`config.mk`:
```
export PLATFORM = sky130hd
export DESIGN_NAME = divider_16bit_8by8_seq
export DESIGN_NICKNAME = d
export VERILOG_FILES = /design/src/rtl/div_pkg.sv /design/src/rtl/cla_adder_8bit.sv /design/src/rtl/div_trial_sub_9bit.sv /design/src/rtl/divider_16bit_8by8_seq.sv
export SDC_FILE = /design/constraint.sdc
export NUM_CORES = 1
export LEC_CHECK = 0
export ABC_AREA = 0
export CAP_MARGIN = 25
export CORE_ASPECT_RATIO = 2
export CORE_MARGIN = 8
export CORE_UTILIZATION = 65
export CTS_BUF_LIST = sky130_fd_sc_hd__clkbuf_4
export CTS_CLUSTER_SIZE = 10
export DETAILED_ROUTE_END_ITERATION = 6
export DONT_BUFFER_PORTS = 1
export PLACE_DENSITY = 0.81
export SKIP_LAST_GASP = 1
export SYNTH_ARGS = -nofsm -noshare
export SYNTH_HDL_FRONTEND = slang
export SYNTH_HIERARCHICAL = 1
export SYNTH_SLANG_ARGS = --single-unit
```
`constraint.sdc`:
```
create_clock -name clk -period 6.4 [get_ports clk]
set_clock_uncertainty 0.05 [all_clocks]
set_input_delay 1.28 -clock clk [delete_from_list [all_inputs] [get_ports clk]]
set_output_delay 1.28 -clock clk [all_outputs]
set_load 0.05 [all_outputs]
```
`src/rtl/div_pkg.sv`:
```
// Shared types and constants for the 16-by-8 sequential restoring divider.
package div_pkg;

    typedef enum logic [1:0] {
        IDLE = 2'd0,
        RUN  = 2'd1,
        FIN  = 2'd2
    } state_t;

    localparam int DIV_STEPS  = 8;
    localparam int CNT_W      = 3;
    localparam int DIVIDEND_W = 16;
    localparam int DIVISOR_W  = 8;

endpackage

```
`src/rtl/cla_adder_8bit.sv`:
```
// 8-bit carry-lookahead adder with carry-in and carry-out.
module cla_adder_8bit (
    input  logic [7:0] x,
    input  logic [7:0] y,
    input  logic       cin,
    output logic [7:0] sum,
    output logic       cout
);

    logic [7:0] g;
    logic [7:0] p;
    logic [8:0] c;

    always_comb begin
        g    = x & y;
        p    = x ^ y;
        c    = '0;
        c[0] = cin;
        // Carry recurrence; each c[i+1] flattens to a sum of generate/propagate terms.
        for (int i = 0; i < 8; i++) begin
            c[i+1] = g[i] | (p[i] & c[i]);
        end
        sum  = p ^ c[7:0];
        cout = c[8];
    end

endmodule

```
`src/rtl/div_trial_sub_9bit.sv`:
```
// Trial subtraction t - d (9-bit minus 8-bit) for one restoring-division step.
module div_trial_sub_9bit (
    input  logic [8:0] t,
    input  logic [7:0] d,
    output logic [7:0] diff,
    output logic       no_borrow
);

    logic c7;

    cla_adder_8bit u_lo (
        .x    (t[7:0]),
        .y    (~d),
        .cin  (1'b1),
        .sum  (diff),
        .cout (c7)
    );

    // MSB stage adds t[8] + 1 + c7; its carry is the no-borrow flag. When there is
    // no borrow the difference is below d, so only the low 8 bits are returned.
    assign no_borrow = t[8] | c7;

endmodule

```
`src/rtl/divider_16bit_8by8_seq.sv`:
```
// Sequential restoring divider, 16-bit / 8-bit, one quotient bit per clock.
// Optional DIV_OVERFLOW_CHECK_EN: flags b==0 or a[15:8]>=b with err and a 1-cycle result.
module divider_16bit_8by8_seq
    import div_pkg::*;
(
    input  logic                  clk,
    input  logic                  rst_n,
    input  logic                  start,
    input  logic [DIVIDEND_W-1:0] a,
    input  logic [DIVISOR_W-1:0]  b,
    output logic                  busy,
    output logic                  done,
    output logic [7:0]            q,
    output logic [7:0]            r,
    output logic                  err,
    output logic [1:0]            state_dbg
);

    // Handshake: start is accepted on any rising edge where busy is low (IDLE or FIN);
    // busy stays high through the 8 RUN steps, and done pulses for exactly one cycle
    // when q/r/err become valid. busy and done are never high together.

    state_t         state;
    logic [7:0]     prem;
    logic [7:0]     dshift;
    logic [7:0]     dvs;
    logic [CNT_W-1:0] cnt;

    logic [8:0]     t;
    logic [7:0]     diff;
    logic           no_borrow;
    logic [7:0]     prem_nxt;
    logic           accept;

    // prem[8] is always shifted out before it is ever read, so only 8 bits are kept.
    assign t         = {prem, dshift[7]};
    assign prem_nxt  = no_borrow ? diff : t[7:0];
    assign accept    = start & ~busy;
    assign state_dbg = state;

    div_trial_sub_9bit u_sub (
        .t         (t),
        .d         (dvs),
        .diff      (diff),
        .no_borrow (no_borrow)
    );

`ifdef DIV_OVERFLOW_CHECK_EN
    logic ovf;
    assign ovf = (b == 8'h00) || (a[15:8] >= b);

    always_ff @(posedge clk) begin
        if (!rst_n) begin
            err <= 1'b0;
        end else if (accept) begin
            err <= ovf;
        end
    end
`else
    assign err = 1'b0;
`endif

    always_ff @(posedge clk) begin
        if (!rst_n) begin
            state  <= IDLE;
            busy   <= 1'b0;
            done   <= 1'b0;
            q      <= 8'h00;
            r      <= 8'h00;
            prem   <= 8'h00;
            dshift <= 8'h00;
            dvs    <= 8'h00;
            cnt    <= '0;
        end else begin
            done <= 1'b0;
            if (accept) begin
                prem   <= a[15:8];
                dshift <= a[7:0];
                dvs    <= b;
                cnt    <= '0;
                q      <= 8'h00;
                r      <= 8'h00;
`ifdef DIV_OVERFLOW_CHECK_EN
                if (ovf) begin
                    state <= FIN;
                    busy  <= 1'b0;
                    done  <= 1'b1;
                    q     <= 8'hFF;
                    r     <= a[7:0];
                end else begin
                    state <= RUN;
                    busy  <= 1'b1;
                end
`else
                state <= RUN;
                busy  <= 1'b1;
`endif
            end else begin
                case (state)
                    RUN: begin
                        prem   <= prem_nxt;
                        dshift <= {dshift[6:0], 1'b0};
                        q      <= {q[6:0], no_borrow};
                        cnt    <= cnt + 1'b1;
                        if (cnt == CNT_W'(DIV_STEPS - 1)) begin
                            state <= FIN;
                            busy  <= 1'b0;
                            done  <= 1'b1;
                            r     <= prem_nxt;
                        end
                    end
                    FIN:     state <= IDLE;
                    default: state <= IDLE;
                endcase
            end
        end
    end

endmodule

```
Yosys cells after proc, flatten, opt, wreduce, memory -nomap -nowiden

Index checks and enable logic that the tools add are counted.

Register bits after elaboration: 47
Input bits: 27
Word-level logic and storage cells: 56

Add/sub/neg operators: 1
Equality and inequality tests: 3
Mux-type cells: 12
Bitwise operators: 24
Reductions and logical operators: 6

Operators with widths:

| cell                                                            | count |
|---|---|
| 8-bit two-way mux                                               | 5 |
| 8-bit XOR                                                       | 2 |
| 1-bit OR                                                        | 9 |
| 1-bit bitwise AND                                               | 8 |
| 8-bit bitwise AND                                               | 1 |
| 8-bit NOT                                                       | 1 |
| 1-bit two-way mux                                               | 7 |
| 2-bit AND reduction                                             | 2 |
| 2-bit nonzero test                                              | 2 |
| 3-bit by 1-bit adder with 3-bit output, second input constant   | 1 |
| 3-bit == test, second input constant                            | 1 |
| 3-bit inequality test, second input constant                    | 1 |
| 1-bit NOT                                                       | 3 |
| 3-bit OR reduction                                              | 1 |
| 2-bit by 1-bit == test with 1-bit output, second input constant | 1 |
| 2-bit OR reduction                                              | 1 |

Logic depth before layout (Yosys ltp)

Depth after elaboration: 21
Mapped depth: 18
Depth with buffers taken out: 17

By module

The synthesis kept the hierarchy.

By module, submodules not included:

| module                 | times used | cells each | area each (um^2) |
|---|---|---|---|
| divider_16bit_8by8_seq | 1          | 221        | 1970.6 |
| cla_adder_8bit         | 1          | 18         | 197.7 |
| div_trial_sub_9bit     | 1          | 10         | 40.0 |

Least setup slack after synthesis

OpenSTA, ideal clock, no wires.

Path kind: register to register
Start: reg dvs[0]
End: reg prem[0]
Library setup time: 0.117 ns
Arrival time: 3.892 ns
Data required time: 6.233 ns
Setup slack: 2.341 ns
Cell stages (with the launch flop): 19
Path buffers: 1
Period minus slack after synthesis: 4.059 ns
Path through: dfxtp_1 > inv_1 > inv_1 > fa_1 > inv_1 > fa_1 > fa_1 > fa_1 > fa_1 > fa_1 > fa_1 > inv_1 > fa_1 > inv_1 > or2_1 > buf_4 > mux2i_1 > nand2_1 > a32o_1

Longest elaborated chain between the ends: 21
Elaborated cells on any way between the ends: 23
Those cells by class: 3 x mux; 20 x bitwise

RTL lines:

| item                                           | line                                       | source |
|---|---|---|
| from (decl)                                    | divider_16bit_8by8_seq.sv:26               | `logic [7:0] dvs;` |
| from (signal assigned)                         | divider_16bit_8by8_seq.sv:72               | `dvs <= 8'h00;` |
| from (signal assigned)                         | divider_16bit_8by8_seq.sv:79               | `dvs <= b;` |
| 8-bit NOT (*)                                  | div_trial_sub_9bit.sv:13                   | `.y (~d),` |
| 8-bit bitwise AND or 8-bit XOR (tied branches) | cla_adder_8bit.sv:15, cla_adder_8bit.sv:16 |  |
| 1-bit OR (*)                                   | cla_adder_8bit.sv:21                       | `c[i+1] = g[i] \| (p[i] & c[i]);` |
| 1-bit bitwise AND (*)                          | cla_adder_8bit.sv:21                       |  |
| 1-bit OR (*)                                   | cla_adder_8bit.sv:21                       |  |
| 1-bit bitwise AND (*)                          | cla_adder_8bit.sv:21                       |  |
| 1-bit OR (*)                                   | cla_adder_8bit.sv:21                       |  |
| 1-bit bitwise AND (*)                          | cla_adder_8bit.sv:21                       |  |
| (+7 left out)                                  | n/a                                        |  |
| 1-bit bitwise AND (*)                          | cla_adder_8bit.sv:21                       |  |
| 1-bit OR (*)                                   | cla_adder_8bit.sv:21                       |  |
| via u_sub.c7                                   | div_trial_sub_9bit.sv:9                    | `logic c7;` |
| 1-bit OR (*)                                   | div_trial_sub_9bit.sv:21                   | `assign no_borrow = t[8] \| c7;` |
| via no_borrow                                  | divider_16bit_8by8_seq.sv:31               | `logic no_borrow;` |
| 8-bit two-way mux (*)                          | divider_16bit_8by8_seq.sv:37               | `assign prem_nxt = no_borrow ? diff : t[7:0];` |
| 8-bit two-way mux (*)                          | divider_16bit_8by8_seq.sv:99               | `case (state)` |
| 8-bit two-way mux (*)                          | divider_16bit_8by8_seq.sv:76               | `if (accept) begin` |
| to (signal assigned)                           | divider_16bit_8by8_seq.sv:77               | `prem <= a[15:8];` |
| to (signal assigned)                           | divider_16bit_8by8_seq.sv:101              | `prem <= prem_nxt;` |
| to (decl)                                      | divider_16bit_8by8_seq.sv:24               | `logic [7:0] prem;` |

The timed path passes the listed nets; every way through them passes the cells marked *. The select of a mux whose other input is x is not followed.
A chain may end at the register's enable or synchronous reset.

Final worst setup path

Start: reg dvs[0]
End: reg prem[2]

Same word-level chain as after synthesis.

==> out/results.txt <==
The run finished with clean final reports. The register clock-pin slew on the reported worst setup and hold paths is 0.15 ns, and the number of antenna diodes is 0. Final net count: 275. Counting flops with an async set or reset pin after synthesis yields a share of 0%. The post-placement cell area is 2130 um^2. The clock insertion delay at the later pin of the skew report is 0.37 ns, and the number of buffers created by CTS is 5. The most used flip-flop cell after synthesis is dfxtp_1. Setup repair after global routing left no endpoint under its margin. Of the available clock period, the critical path in the final layout requires 70.5%. The post-layout minimum cycle time was 4.51 ns; the I/O pin count was 48. Commonest non-fill, non-tap cell in the layout: nand2_1.

After floorplanning, the core was divided into 30 placement rows. The final-report max-slew violation count is 0, and the post-CTS setup buffer count is 0. The width of the die was 57.2 um; the starting density of the core was 66.9%. The share of the synthesized area in the top cell type works out to 42.6%.

The height of the die is 98.4 um, and the detailed placer's ending HPWL is 3000 um. The run gives 0.940 nW as the static power due to leakage. The cell occurring most often along the worst timing path was fa_1. The final number of hold-violating endpoints is 0, and the post-route standard cell area excluding fillers is 2210 um^2. The tools report the via count of the first global-routing pass as 1555.

Largest area contributor in the netlist: dfxtp_1. The fraction of layout instances using a drive strength above 1 is 5.04%. During placement, the flow inserted port buffers numbering 0.

Measured against its own limit, the worst slew margin works out to 58.9%. Across the VDD grid, the largest voltage drop is 0.190 mV. The pin count of the biggest net entering global routing is 37. On the worst path, the slowest cell contributes a delay of 0.40 ns. The top cell types in the final layout, fill and taps aside, are 61 x nand2_1, 47 x dfxtp_1, 18 x inv_1. Maximum fanout along the worst path: 9. The detailed router placed 1589 vias in this run.

The tools report the placer congestion estimate as 0.737. Sorting the synthesized cells by area gives the leading types as dfxtp_1 43%, nand2_1 10%, fa_1 7.3%. The count of instances resized after the clock tree is built is 0. The region available for standard cell placement spans 3300 um^2.

Across the run, the number of max-cap violations was 0. In this run the cell area of the synthesized design comes to 2210 um^2. The wire length of the first global-routing pass came out at 7000 um. The detail-routed net length per standard cell works out to 15.2 um. TritonCTS built the clock tree. The cell sitting at the root of the clock tree is a clkbuf_4. Kind of end point of the critical path: a flip-flop. The path class of the tightest hold or removal check is reg2reg.

No sink is reached through more buffers than the 2 on the longest clock path. The slowest stage of the critical path is the fa_1 cell. Before antenna repair, the detailed router went through 4 iterations. After synthesis the netlist holds a flip-flop and latch count of 47.

The pin slew with the least headroom to its limit came out at 0.615 ns. The worst setup path is launched from a flip-flop. The tools report the distinct cell type count of the synthesized netlist as 30.

For this design, the CTS-stage hold fixing added 0 buffers. Number of endpoints failing setup at the final stage: 0. The H-tree generated during clock tree synthesis spans 2 levels. The area growth from synthesis to layout is 0.227%. The critical path in this run is classified as reg2reg.

The required time reported for the critical path endpoint was 6.61 ns; the violation count after the first detailed-routing iteration was 21. For the final routed database, the setup TNS stands at 0 ns. Traced cell by cell, the critical path runs through inv_1 -> inv_1 -> fa_1 -> inv_1 -> fa_1 -> fa_1 -> fa_1 -> fa_1 -> fa_1 -> fa_1 -> inv_1 -> fa_1 -> inv_1 -> or2_1 -> mux2i_1 -> nand2_1 -> a32o_1.

Using the TritonRoute via totals, the vias-per-cell ratio works out to 5.89. The arrival time of the worst setup path was 4.72 ns. The clock net in this run drives a total of 47 sinks.

The setup check on the worst reg-to-reg path leaves a slack of 1.89 ns. The average instance in the mapped netlist occupies 8.87 um^2. Summed over all layers, the global routing overflow is 0.

The initial antenna violation count is 0. The detailed-route wire length is 4100 um, and the count of yosys warnings during synthesis is 6. The sequential cell area fraction in the yosys report is 42.6%. Timing would allow up to 222 MHz. Counting flops with a built-in enable in the synthesized netlist gives 0.

The number of standard cells after synthesis came out at 249. In this run the remaining antenna-violating nets after routing total 0. In the routed design, unresolved DRC markers number 0.

Power spread over the standard cell area amounts to 278 nW/um^2. The die covers 5630 um^2. Synthesis produced a netlist with a net count of 287. The total global routing track utilization was 15.0%.
[worst max-delay path: cells and delay by family, from the launching register on]
family,cells,cell delay (ns)
buffers and inverters,5,0.28
DFF,1,0.36
and+or+nand+nor,2,0.50
muxes,1,0.34
adders and majority gates,8,2.68
AOI/OAI and AO/OA,1,0.21
[layout make-up]
cell class | count | area (um^2)
Multi-Input combinational cell | 162 | 1060
Tap cell | 32 | 40.0
Timing Repair Buffer | 3 | 22.5
Clock buffer | 5 | 37.5
Fill cell | 303 | 1090
Inverter | 18 | 67.6
Clock inverter | 3 | 46.3
Sequential cell | 47 | 941
[path summary, 6_finish.rpt]
| kind | startpoint | depth (start not counted) | endpoint |
|---|---|---|---|
| worst max-delay path | dvs[0] | 17 | prem[2] |
| worst min-delay path | dshift[4] | 2 | dshift[5] |
| worst max register to register | dvs[0] | 17 | prem[2] |
| worst min register to register | dshift[4] | 2 | dshift[5] |
[synthesized netlist by cell type (3+ instances only)]
library cell and instances:
a211oi_1 8, a21boi_0 10, a21oi_1 10, a31oi_1 7
a32o_1 8, buf_2 10, buf_4 6, clkbuf_1 3
dfxtp_1 47, fa_1 8, ha_1 3, inv_1 18
mux2i_1 8, nand2_1 61, nor2_1 10, o211a_1 8
o21ai_0 8
[routing by layer]
| layer | global-route usage (%) | vias to the layer above | share of wire, % |
|---|---|---|---|
| li1 | - | 794 | - |
| met1 | 17.6 | 740 | 42 |
| met2 | 23.8 | 45 | 49 |
| met3 | 4.50 | 10 | 6.3 |
| met4 | 7.45 | 0 | 2.8 |
| met5 | 0 | - | 0 |
[per-stage QoR]
| step | setup WS (ns) | cells | power, mW | util (%) | hold WS [ns] |
|---|---|---|---|---|---|
| finish | 1.89 | 270 | 0.616 | 67.0 | 0.415 |
| detailed placement | 1.95 | 262 | 0.441 | 64.5 | 0.407 |
| global route | 1.67 | 270 | 0.652 | 67.0 | 0.448 |
| global placement | 2.09 | 262 | 0.433 | 64.5 | 0.396 |
| CTS | 1.91 | 270 | 0.621 | 67.0 | 0.424 |
| floorplan | 2.34 | 249 | 0.427 | - | 0.390 |
[where the power goes]
| part | total [mW] | switching [mW] | leakage, nW | internal [mW] |
|---|---|---|---|---|
| Clock | 0.181 | 0.0978 | 0.0418 | 0.0835 |
| Combinational | 0.110 | 0.0642 | 0.514 | 0.0454 |
| Sequential | 0.325 | 0.0171 | 0.384 | 0.308 |
[cell families after synthesis]
kind of cell             count (synthesis)  share of synthesized area [%]
flip-flops                              47                           42.6
AND/OR/NAND/NOR                         80                           14.7
AO/OA/AOI/OAI                           60                           19.8
buffers and inverters                   40                           9.57
XOR/XNOR                                 1                          0.397
multiplexers                             8                           3.63
other                                    2                          0.340
adder cells (fa/ha/maj)                 11                           8.95
[sequential cells by signal, indices dropped and copies added (netlist names)]
| name | cells |
|---|---|
| dshift | 8 |
| dvs | 8 |
| prem | 8 |
| q | 8 |
| r | 8 |
| cnt | 3 |
| state_dbg | 2 |
| busy | 1 |
| done | 1 |
No activity file was read; power rests on OpenSTA's default activity.
